`config.mk`:
```
export PLATFORM = sky130hd
export DESIGN_NAME = regfile_sb_flat
export DESIGN_NICKNAME = d
export VERILOG_FILES = /design/src/rtl/regfile_sb_if.sv /design/src/rtl/regfile_sb.sv /design/src/flat_wrapper.sv
export SDC_FILE = /design/constraint.sdc
export NUM_CORES = 2
export LEC_CHECK = 0
export ABC_AREA = 0
export CORE_MARGIN = 4
export CORE_UTILIZATION = 45
export DETAILED_ROUTE_END_ITERATION = 16
export DONT_BUFFER_PORTS = 1
export PLACE_DENSITY = 0.66
export SYNTH_ARGS = -nofsm -noshare
export SYNTH_HDL_FRONTEND = slang
export SYNTH_SLANG_ARGS = --single-unit
```
`constraint.sdc`:
```
create_clock -name clk -period 72.4 [get_ports clk]
set_input_delay 18.1 -clock clk [delete_from_list [all_inputs] [get_ports clk]]
set_output_delay 18.1 -clock clk [all_outputs]
set_load 0.02 [all_outputs]
```
`src/rtl/regfile_sb_if.sv`:
```
// Register file bus: read ports, write-back port,
// issue tracking and scoreboard status.
interface regfile_sb_if;
  logic [4:0]  raddr1;
  logic [4:0]  raddr2;
  logic [31:0] rdata1;
  logic [31:0] rdata2;
  logic        busy1;
  logic        busy2;
  logic        rf_wen;
  logic [4:0]  rf_waddr;
  logic [31:0] rf_wdata;
  logic        issue_valid;
  logic        issue_we;
  logic [4:0]  issue_dest;
  logic        flush;
  logic        sb_overflow;
  logic        sb_underflow;

  modport master (
    output raddr1, raddr2,
    output rf_wen, rf_waddr, rf_wdata,
    output issue_valid, issue_we, issue_dest,
    output flush,
    input  rdata1, rdata2, busy1, busy2,
    input  sb_overflow, sb_underflow
  );

  modport slave (
    input  raddr1, raddr2,
    input  rf_wen, rf_waddr, rf_wdata,
    input  issue_valid, issue_we, issue_dest,
    input  flush,
    output rdata1, rdata2, busy1, busy2,
    output sb_overflow, sb_underflow
  );
endinterface

```
`src/rtl/regfile_sb.sv`:
```
// 32x32 register file with write-back bypass and
// per-register in-flight write counters.
module regfile_sb #(
  parameter int CNT_W = 2
) (
  input logic        clk,
  input logic        rst,
  regfile_sb_if.slave bus
);

  localparam logic [CNT_W-1:0] CNT_MAX = '1;

  logic [31:0]      regs   [32];
  logic [CNT_W-1:0] cnt    [32];
  logic [CNT_W-1:0] cnt_nx [32];
  logic [31:0]      inc;
  logic [31:0]      dec;
  logic             ovf_hit;
  logic             unf_hit;
  logic             ovf;
  logic             unf;
  logic             byp1;
  logic             byp2;
  logic             wr;

  assign wr = bus.rf_wen && (bus.rf_waddr != 5'd0);

  always_comb begin
    inc     = '0;
    dec     = '0;
    ovf_hit = 1'b0;
    unf_hit = 1'b0;
    for (int i = 1; i < 32; i++) begin
      inc[i] = bus.issue_valid & bus.issue_we
             & (bus.issue_dest == 5'(i));
      dec[i] = bus.rf_wen & (bus.rf_waddr == 5'(i));
    end
    for (int i = 0; i < 32; i++) begin
      cnt_nx[i] = cnt[i];
      if (bus.flush) begin
        cnt_nx[i] = '0;
      end else if (inc[i] && !dec[i]) begin
        if (cnt[i] == CNT_MAX) ovf_hit = 1'b1;
        else cnt_nx[i] = cnt[i] + CNT_W'(1);
      end else if (dec[i] && !inc[i]) begin
        if (cnt[i] == '0) unf_hit = 1'b1;
        else cnt_nx[i] = cnt[i] - CNT_W'(1);
      end
    end
  end

  // regs[0] and cnt[0] are only ever loaded with zero
  always_ff @(posedge clk or posedge rst) begin
    if (rst) begin
      for (int i = 0; i < 32; i++) begin
        regs[i] <= '0;
        cnt[i]  <= '0;
      end
      ovf <= 1'b0;
      unf <= 1'b0;
    end else begin
      if (wr) regs[bus.rf_waddr] <= bus.rf_wdata;
      for (int i = 0; i < 32; i++) begin
        cnt[i] <= cnt_nx[i];
      end
      ovf <= ovf | ovf_hit;
      unf <= unf | unf_hit;
    end
  end

  assign byp1 = wr && (bus.rf_waddr == bus.raddr1);
  assign byp2 = wr && (bus.rf_waddr == bus.raddr2);

  assign bus.rdata1 = rst  ? '0 :
                      byp1 ? bus.rf_wdata :
                             regs[bus.raddr1];
  assign bus.rdata2 = rst  ? '0 :
                      byp2 ? bus.rf_wdata :
                             regs[bus.raddr2];

  // a write completing this cycle cancels one count
  assign bus.busy1 = !rst && (bus.raddr1 != 5'd0)
    && (cnt[bus.raddr1] > CNT_W'(dec[bus.raddr1]));
  assign bus.busy2 = !rst && (bus.raddr2 != 5'd0)
    && (cnt[bus.raddr2] > CNT_W'(dec[bus.raddr2]));

  assign bus.sb_overflow  = ovf;
  assign bus.sb_underflow = unf;

endmodule
```
`src/flat_wrapper.sv`:
```
// flat-port wrapper written by rule: the top's interface ports become plain ports
module regfile_sb_flat 
#(
  parameter int CNT_W = 2
)
  (clk, rst, bus_raddr1, bus_raddr2, bus_rf_wen, bus_rf_waddr, bus_rf_wdata, bus_issue_valid, bus_issue_we, bus_issue_dest, bus_flush, bus_rdata1, bus_rdata2, bus_busy1, bus_busy2, bus_sb_overflow, bus_sb_underflow);
  regfile_sb_if bus_i ();
  input logic clk;
  input logic rst;
  input wire logic [$bits(bus_i.raddr1)-1:0] bus_raddr1;
  input wire logic [$bits(bus_i.raddr2)-1:0] bus_raddr2;
  input wire logic [$bits(bus_i.rf_wen)-1:0] bus_rf_wen;
  input wire logic [$bits(bus_i.rf_waddr)-1:0] bus_rf_waddr;
  input wire logic [$bits(bus_i.rf_wdata)-1:0] bus_rf_wdata;
  input wire logic [$bits(bus_i.issue_valid)-1:0] bus_issue_valid;
  input wire logic [$bits(bus_i.issue_we)-1:0] bus_issue_we;
  input wire logic [$bits(bus_i.issue_dest)-1:0] bus_issue_dest;
  input wire logic [$bits(bus_i.flush)-1:0] bus_flush;
  output wire logic [$bits(bus_i.rdata1)-1:0] bus_rdata1;
  output wire logic [$bits(bus_i.rdata2)-1:0] bus_rdata2;
  output wire logic [$bits(bus_i.busy1)-1:0] bus_busy1;
  output wire logic [$bits(bus_i.busy2)-1:0] bus_busy2;
  output wire logic [$bits(bus_i.sb_overflow)-1:0] bus_sb_overflow;
  output wire logic [$bits(bus_i.sb_underflow)-1:0] bus_sb_underflow;
  assign bus_i.raddr1 = bus_raddr1;
  assign bus_i.raddr2 = bus_raddr2;
  assign bus_i.rf_wen = bus_rf_wen;
  assign bus_i.rf_waddr = bus_rf_waddr;
  assign bus_i.rf_wdata = bus_rf_wdata;
  assign bus_i.issue_valid = bus_issue_valid;
  assign bus_i.issue_we = bus_issue_we;
  assign bus_i.issue_dest = bus_issue_dest;
  assign bus_i.flush = bus_flush;
  assign bus_rdata1 = bus_i.rdata1;
  assign bus_rdata2 = bus_i.rdata2;
  assign bus_busy1 = bus_i.busy1;
  assign bus_busy2 = bus_i.busy2;
  assign bus_sb_overflow = bus_i.sb_overflow;
  assign bus_sb_underflow = bus_i.sb_underflow;
  regfile_sb #(.CNT_W(CNT_W)) u_core (.clk(clk), .rst(rst), .bus(bus_i));
endmodule
```
# After elaboration in Yosys (flattened, before gate mapping)
# Cells that the tools add are included.
[op_classes] reduce_logical=229 add_sub_neg=62 mux=395 order_cmp=8 n_eq_ne=157 n_bitwise=68
[ops] operator="bitwise mux 1024 bit" n=1
[ops] operator="binary-select mux 32 bit (select 5 bit)" n=2
[ops] operator="2-to-1 mux 2 bit" n=159
[ops] operator="2-to-1 mux 32 bit" n=9
[ops] operator="2-to-1 mux 1 bit" n=219
[ops] operator="demux 32 bit (select 5 bit)" n=1
[ops] operator="equality test 5 bit (second input constant)" n=32
[ops] operator="inequality test 3 x 2 -> 1 bit (second input constant)" n=31
[ops] operator="inequality test 3 bit (second input constant)" n=31
[ops] operator="AND reduction 3 bit" n=31
[ops] operator="nonzero test 3 bit" n=31
[ops] operator="equality test 5 x 4 -> 1 bit (second input constant)" n=16
[ops] operator="logical AND 1 bit" n=70
[ops] operator="AND 1 bit" n=63
[ops] operator="logical NOT 1 bit" n=63
[ops] operator="adder 2 x 1 -> 2 bit (second input constant)" n=31
[ops] operator="equality test 2 bit (second input constant)" n=31
[ops] operator="logical NOT 2 bit" n=31
[ops] operator="subtractor 2 x 1 -> 2 bit (second input constant)" n=31
[ops] operator="equality test 5 x 3 -> 1 bit (second input constant)" n=8
[ops] operator="binary-select mux 2 bit (select 5 bit)" n=2
[ops] operator="equality test 5 x 2 -> 1 bit (second input constant)" n=4
[ops] operator=">= comparator 6 bit (second input constant)" n=3
[ops] operator="NOT 5 -> 6 bit" n=3
[ops] operator="other kinds (8)" n=16
[word_totals] inputBits=58 out_inout_bits=68 ff_bits=1088

# Logic depth before layout (Yosys ltp)
[depth] word_depth=128 depth_mapped=12

# Worst setup path after synthesis
# OpenSTA, ideal clock, no wires.
[synth_timing] path_kind="input-to-output" startpoint="in rst" endpoint="out bus_rdata1[16]" arrival_ps=53837 t_required_ps=54300 setup_slack_ps=463 n_path_buf=2 cell_stages=5 cell_sequence="clkbuf_1 inv_1 clkbuf_1 o21ai_0 nor2_1"
[synth_via] elab_chain_len=1
[synth_rtl] element="start, declared" line_no="flat_wrapper.sv:9" rtl="input logic rst;"
[synth_rtl] element="2-to-1 mux 32 bit" line_no="regfile_sb.sv:74" rtl="assign bus.rdata1 = rst ? '0 :"
[synth_rtl] element="end, declared" line_no="flat_wrapper.sv:19" rtl="output wire logic [$bits(bus_i.rdata1)-1:0] bus_rdata1;"
# Every way passes these cells.

# Final worst setup path
[layout_timing] startpoint="in bus_raddr1[1]" endpoint="out bus_busy1"
[layout_via] elab_chain_len=6 word_cells_on_any_way=10 cone_classes="order compare: 1; mux: 5; bitwise: 1; reduce/logical: 3"
[layout_rtl] element="start, declared" line_no="flat_wrapper.sv:10" rtl="input wire logic [$bits(bus_i.raddr1)-1:0] bus_raddr1;"
[layout_rtl] element="NOT 5 -> 6 bit (implied by the code)" line_no="regfile_sb.sv:83" rtl="&& (cnt[bus.raddr1] > CNT_W'(dec[bus.raddr1]));"
[layout_rtl] element="binary-select mux 2 bit (select 5 bit)" line_no="regfile_sb.sv:83"
[layout_rtl] element="2-to-1 mux 2 bit (implied by the code) (2 in a row)" line_no="regfile_sb.sv:83"
[layout_rtl] element="greater-than comparator 2 x 1 -> 1 bit" line_no="regfile_sb.sv:83"
[layout_rtl] element="logical AND 1 bit *" line_no="regfile_sb.sv:83"
[layout_rtl] element="end, declared" line_no="flat_wrapper.sv:21" rtl="output wire logic [$bits(bus_i.busy1)-1:0] bus_busy1;"
# Every way passes the cells marked *; elsewhere a longest branch is shown, timed or not. The select of a mux whose other input is x is not followed.

==> flow_summary.toml <==
[synthesis]
synth_top_cell_area_share = 0.4479
ys_ff_latch = 1088
syn_area_sq_mm = 0.06079
ys_types = 81
syn_inst = 4968
synth_nets = 5028
synth_area_leader_cell = "dfrtp_1"
ys_seq_area_frac = 0.4479
synthTopCellsByArea = "dfrtp_1 45%, mux4_2 24%, mux2_2 11%"
synth-async-reset-ratio = 1.000
yosysWarnings = 0
synth_ff_type = "dfrtp_1"
synth-edff-count = 0
avgSynthCellArea_sq_um = 12.24

[pwr]
power_density_mw_per_mm2 = 26.53
switchingPower_uw = 456.3
intPower_uw = 1287
p_leak_uw = 0.02852
comb_power_share = 0.177
switching_share = 0.2618
seqPwrFrac = 0.455
total_power_uw = 1743
peakVddDrop_mv = 0.01977
pwr-share-clk = 0.368

[setup_path]
crit_family = "buffers and inverters"
worst-path-buf-inv = 2
worstSetupPathType = "in -> out"
crit_chain = "xor2_1 > nor2_1 > a41oi_1 > o31a_2 > buf_4 > inv_2 > ha_1 > o21ai_1 > o311a_1"
critPathArrivalTime_ns = 22.27
worst_setup_path_end_kind = "primary output"
critical_path.max_stage_delay_ns = 0.68
r2r-start = "u_core.cnt[20]$_DFFE_PP0P_"
cp.required_ns = 54.30
r2r_end = "u_core.bus.sb_underflow$_DFF_PP0_"
reg2reg_slack_ns = 69.93
rr_worst_depth = 6
cpMaxStageDelayCell = "xor2_1"
path_max_fanout = 276
cp-start-kind = "primary input"
worst-path-stages = 9

[sta]
fin_skew_ns = 0.02753
period_minus_slack_ns = 40.37
rsz0062_at_grt = "false"
tightest_slew_ns = 1.850
hold_violations = 0
slew_headroom = -0.2334
fmax_mhz = 24.77
slew_violations = 109
post-route-period-util = 0.5575
setup_viol = 0
fin_setup_tns_ns = 0

[floorplanning]
start_util = 0.4543
dieArea_sq_mm = 0.1410
die_w_um = 375.5
ios = 126
die_h_um = 375.5
coreArea_sq_mm = 0.1338
rows = 134

[global_routing]
track_usage = 0.2796
grt_use_met3 = 0.06611
grtUsageMet1 = 0.3705
antenna_found_initial = 2
grt_overflow = 0
first_global_vias = 43140
busiest_layer = "met2"
global_route.usage.met2 = 0.4362
grt_pass1_wl_mm = 292.1
grt_max_degree = 277

[detailed_routing]
drc = 0
ant_nets = 0
post_drt_wl_per_cell_um = 30.37
viasPerCell = 6.620
vias = 43150
first_pass_iters = 6
drt-initial-drc-count = 5071
routed_wl_mm = 197.9

[worst_hold_path]
min_to = "u_core.regs[998]$_DFFE_PP0P_"
holdPathStages = 0
min_from = "u_core.regs[998]$_DFFE_PP0P_"
worstHoldPathType = "reg -> reg"

[place]
gp_congestion = 0.8724
dp.cells = 6306
place_area_sq_mm = 0.06166
port_buffers = 0
place_hpwl_mm = 102.9

[final_layout]
fillers = 11520
instances_no_fill = 6518
drive_above_1_share = 0.3338
areaGrowthSynthToFinish_pct = 8.114
nets = 4712
final_cell_mix = "1393 x nand2_1, 1088 x dfrtp_1, 656 x mux4_2, 580 x mux2_2, 114 x clkbuf_16"
mostFrequentLayoutCell = "nand2_1"
utilization = 0.4912
final_area_sq_mm = 0.06572

[clock_network]
cts_buffers = 112
ctsHoldBuffers = 0
h-tree-depth = 3
clk_latency_ns = 0.76
root_buffer = "clkbuf_16"
cts_tree = "done"
post-cts-setup-buffer-count = 0
clock-sinks = 1088
cts_resized = 0
cts.path.max_buffers = 3
clkSlewWorstSetupHoldPaths_ns = 0.06

[job]
cap_violations = 0

[outcome]
violations = "slew limit"
status = "finished with violations"
## kinds of logic (layout without fill, tap and decap cells)
group,after synthesis,count (layout),share of synthesized area
AND/OR/NAND/NOR,1707,1707,0.1146
multiplexers,1293,1293,0.3599
flip-flops,1088,1088,0.4479
buffers and inverters,509,290,0.03586
AO/OA/AOI/OAI,361,361,0.04022
XOR/XNOR,8,8,0.001153
adder cells (fa/ha/maj),2,2,0.0004116
other,0,1,0
## registers in the layout, summed over array words and instances, names as in the netlist
register	flops
u_core.bus.sb_overflow	1
u_core.bus.sb_underflow	1
u_core.cnt	62
u_core.regs	1024
## metrics by stage
step / hold slack, ns / setup slack (ns)
after floorplan: 0.4413 / 0.4630
after global placement: 0.3763 / 32.48
after detailed placement: 0.3833 / 32.44
after CTS: 0.3964 / 32.43
after global routing: 0.4044 / 32.16
final: 0.3990 / 32.04
## worst register-to-register path, stage by stage (launching register included)
cell and delay (ns):
dfrtp_1 0.45, or2_2 0.31, a2111oi_0 0.82, a2111oi_0 0.23, and4_1 0.27, a41oi_1 0.20, or2_1 0.13
## power by group through the flow
| stage | Sequential, uW | Combinational [uW] | Clock (uW) |
|---|---|---|---|
| 4_1_cts | 789 | 309 | 647 |
| 5_1_grt | 805 | 332 | 670 |
| 3_5_place_dp | 800 | 307 | 0 |
| 3_3_place_gp | 791 | 299 | 0 |
| 6_report | 793 | 308 | 642 |
| 2_1_floorplan | 778 | 279 | 0 |
## layout make-up
class | count | area [sq um] | share of cell area
Antenna cell | 1 | 2.502 | 0.00003808
Clock buffer | 163 | 3337 | 0.05077
Clock inverter | 48 | 723.2 | 0.01100
Inverter | 12 | 57.56 | 0.0008758
Multi-Input combinational cell | 3371 | 31650 | 0.4815
Sequential cell | 1088 | 27230 | 0.4143
Tap cell | 1768 | 2212 | 0.03366
Timing Repair Buffer | 67 | 515.5 | 0.007844
## cells in the mapped netlist, drive strengths merged (33+ instances only)
cell type	number
clkbuf	329
mux2	580
a21oi	72
mux4	656
dfrtp	1088
o211ai	33
mux2i	57
buf	168
nor2	135
a211oi	86
nand2	1405
o21ai	70
## per-layer routing
metal | vias to the layer above | wire length [um]
li1 | 17440 | -
met1 | 22700 | 74940
met2 | 2470 | 91320
met3 | 530 | 20920
met4 | 2 | 10740
met5 | - | 13
## how the worst max path moves through the flow
stage          slack (ns)          start             end
2_1_floorplan        0.46            rst  bus_rdata1[16]
4_1_cts             32.43            rst   bus_rdata1[9]
3_5_place_dp        32.44            rst   bus_rdata1[9]
5_1_grt             32.16            rst   bus_rdata1[9]
3_3_place_gp        32.48            rst   bus_rdata1[9]
6_report            32.04  bus_raddr1[1]       bus_busy1
No activity file was read; power rests on OpenSTA's default activity.
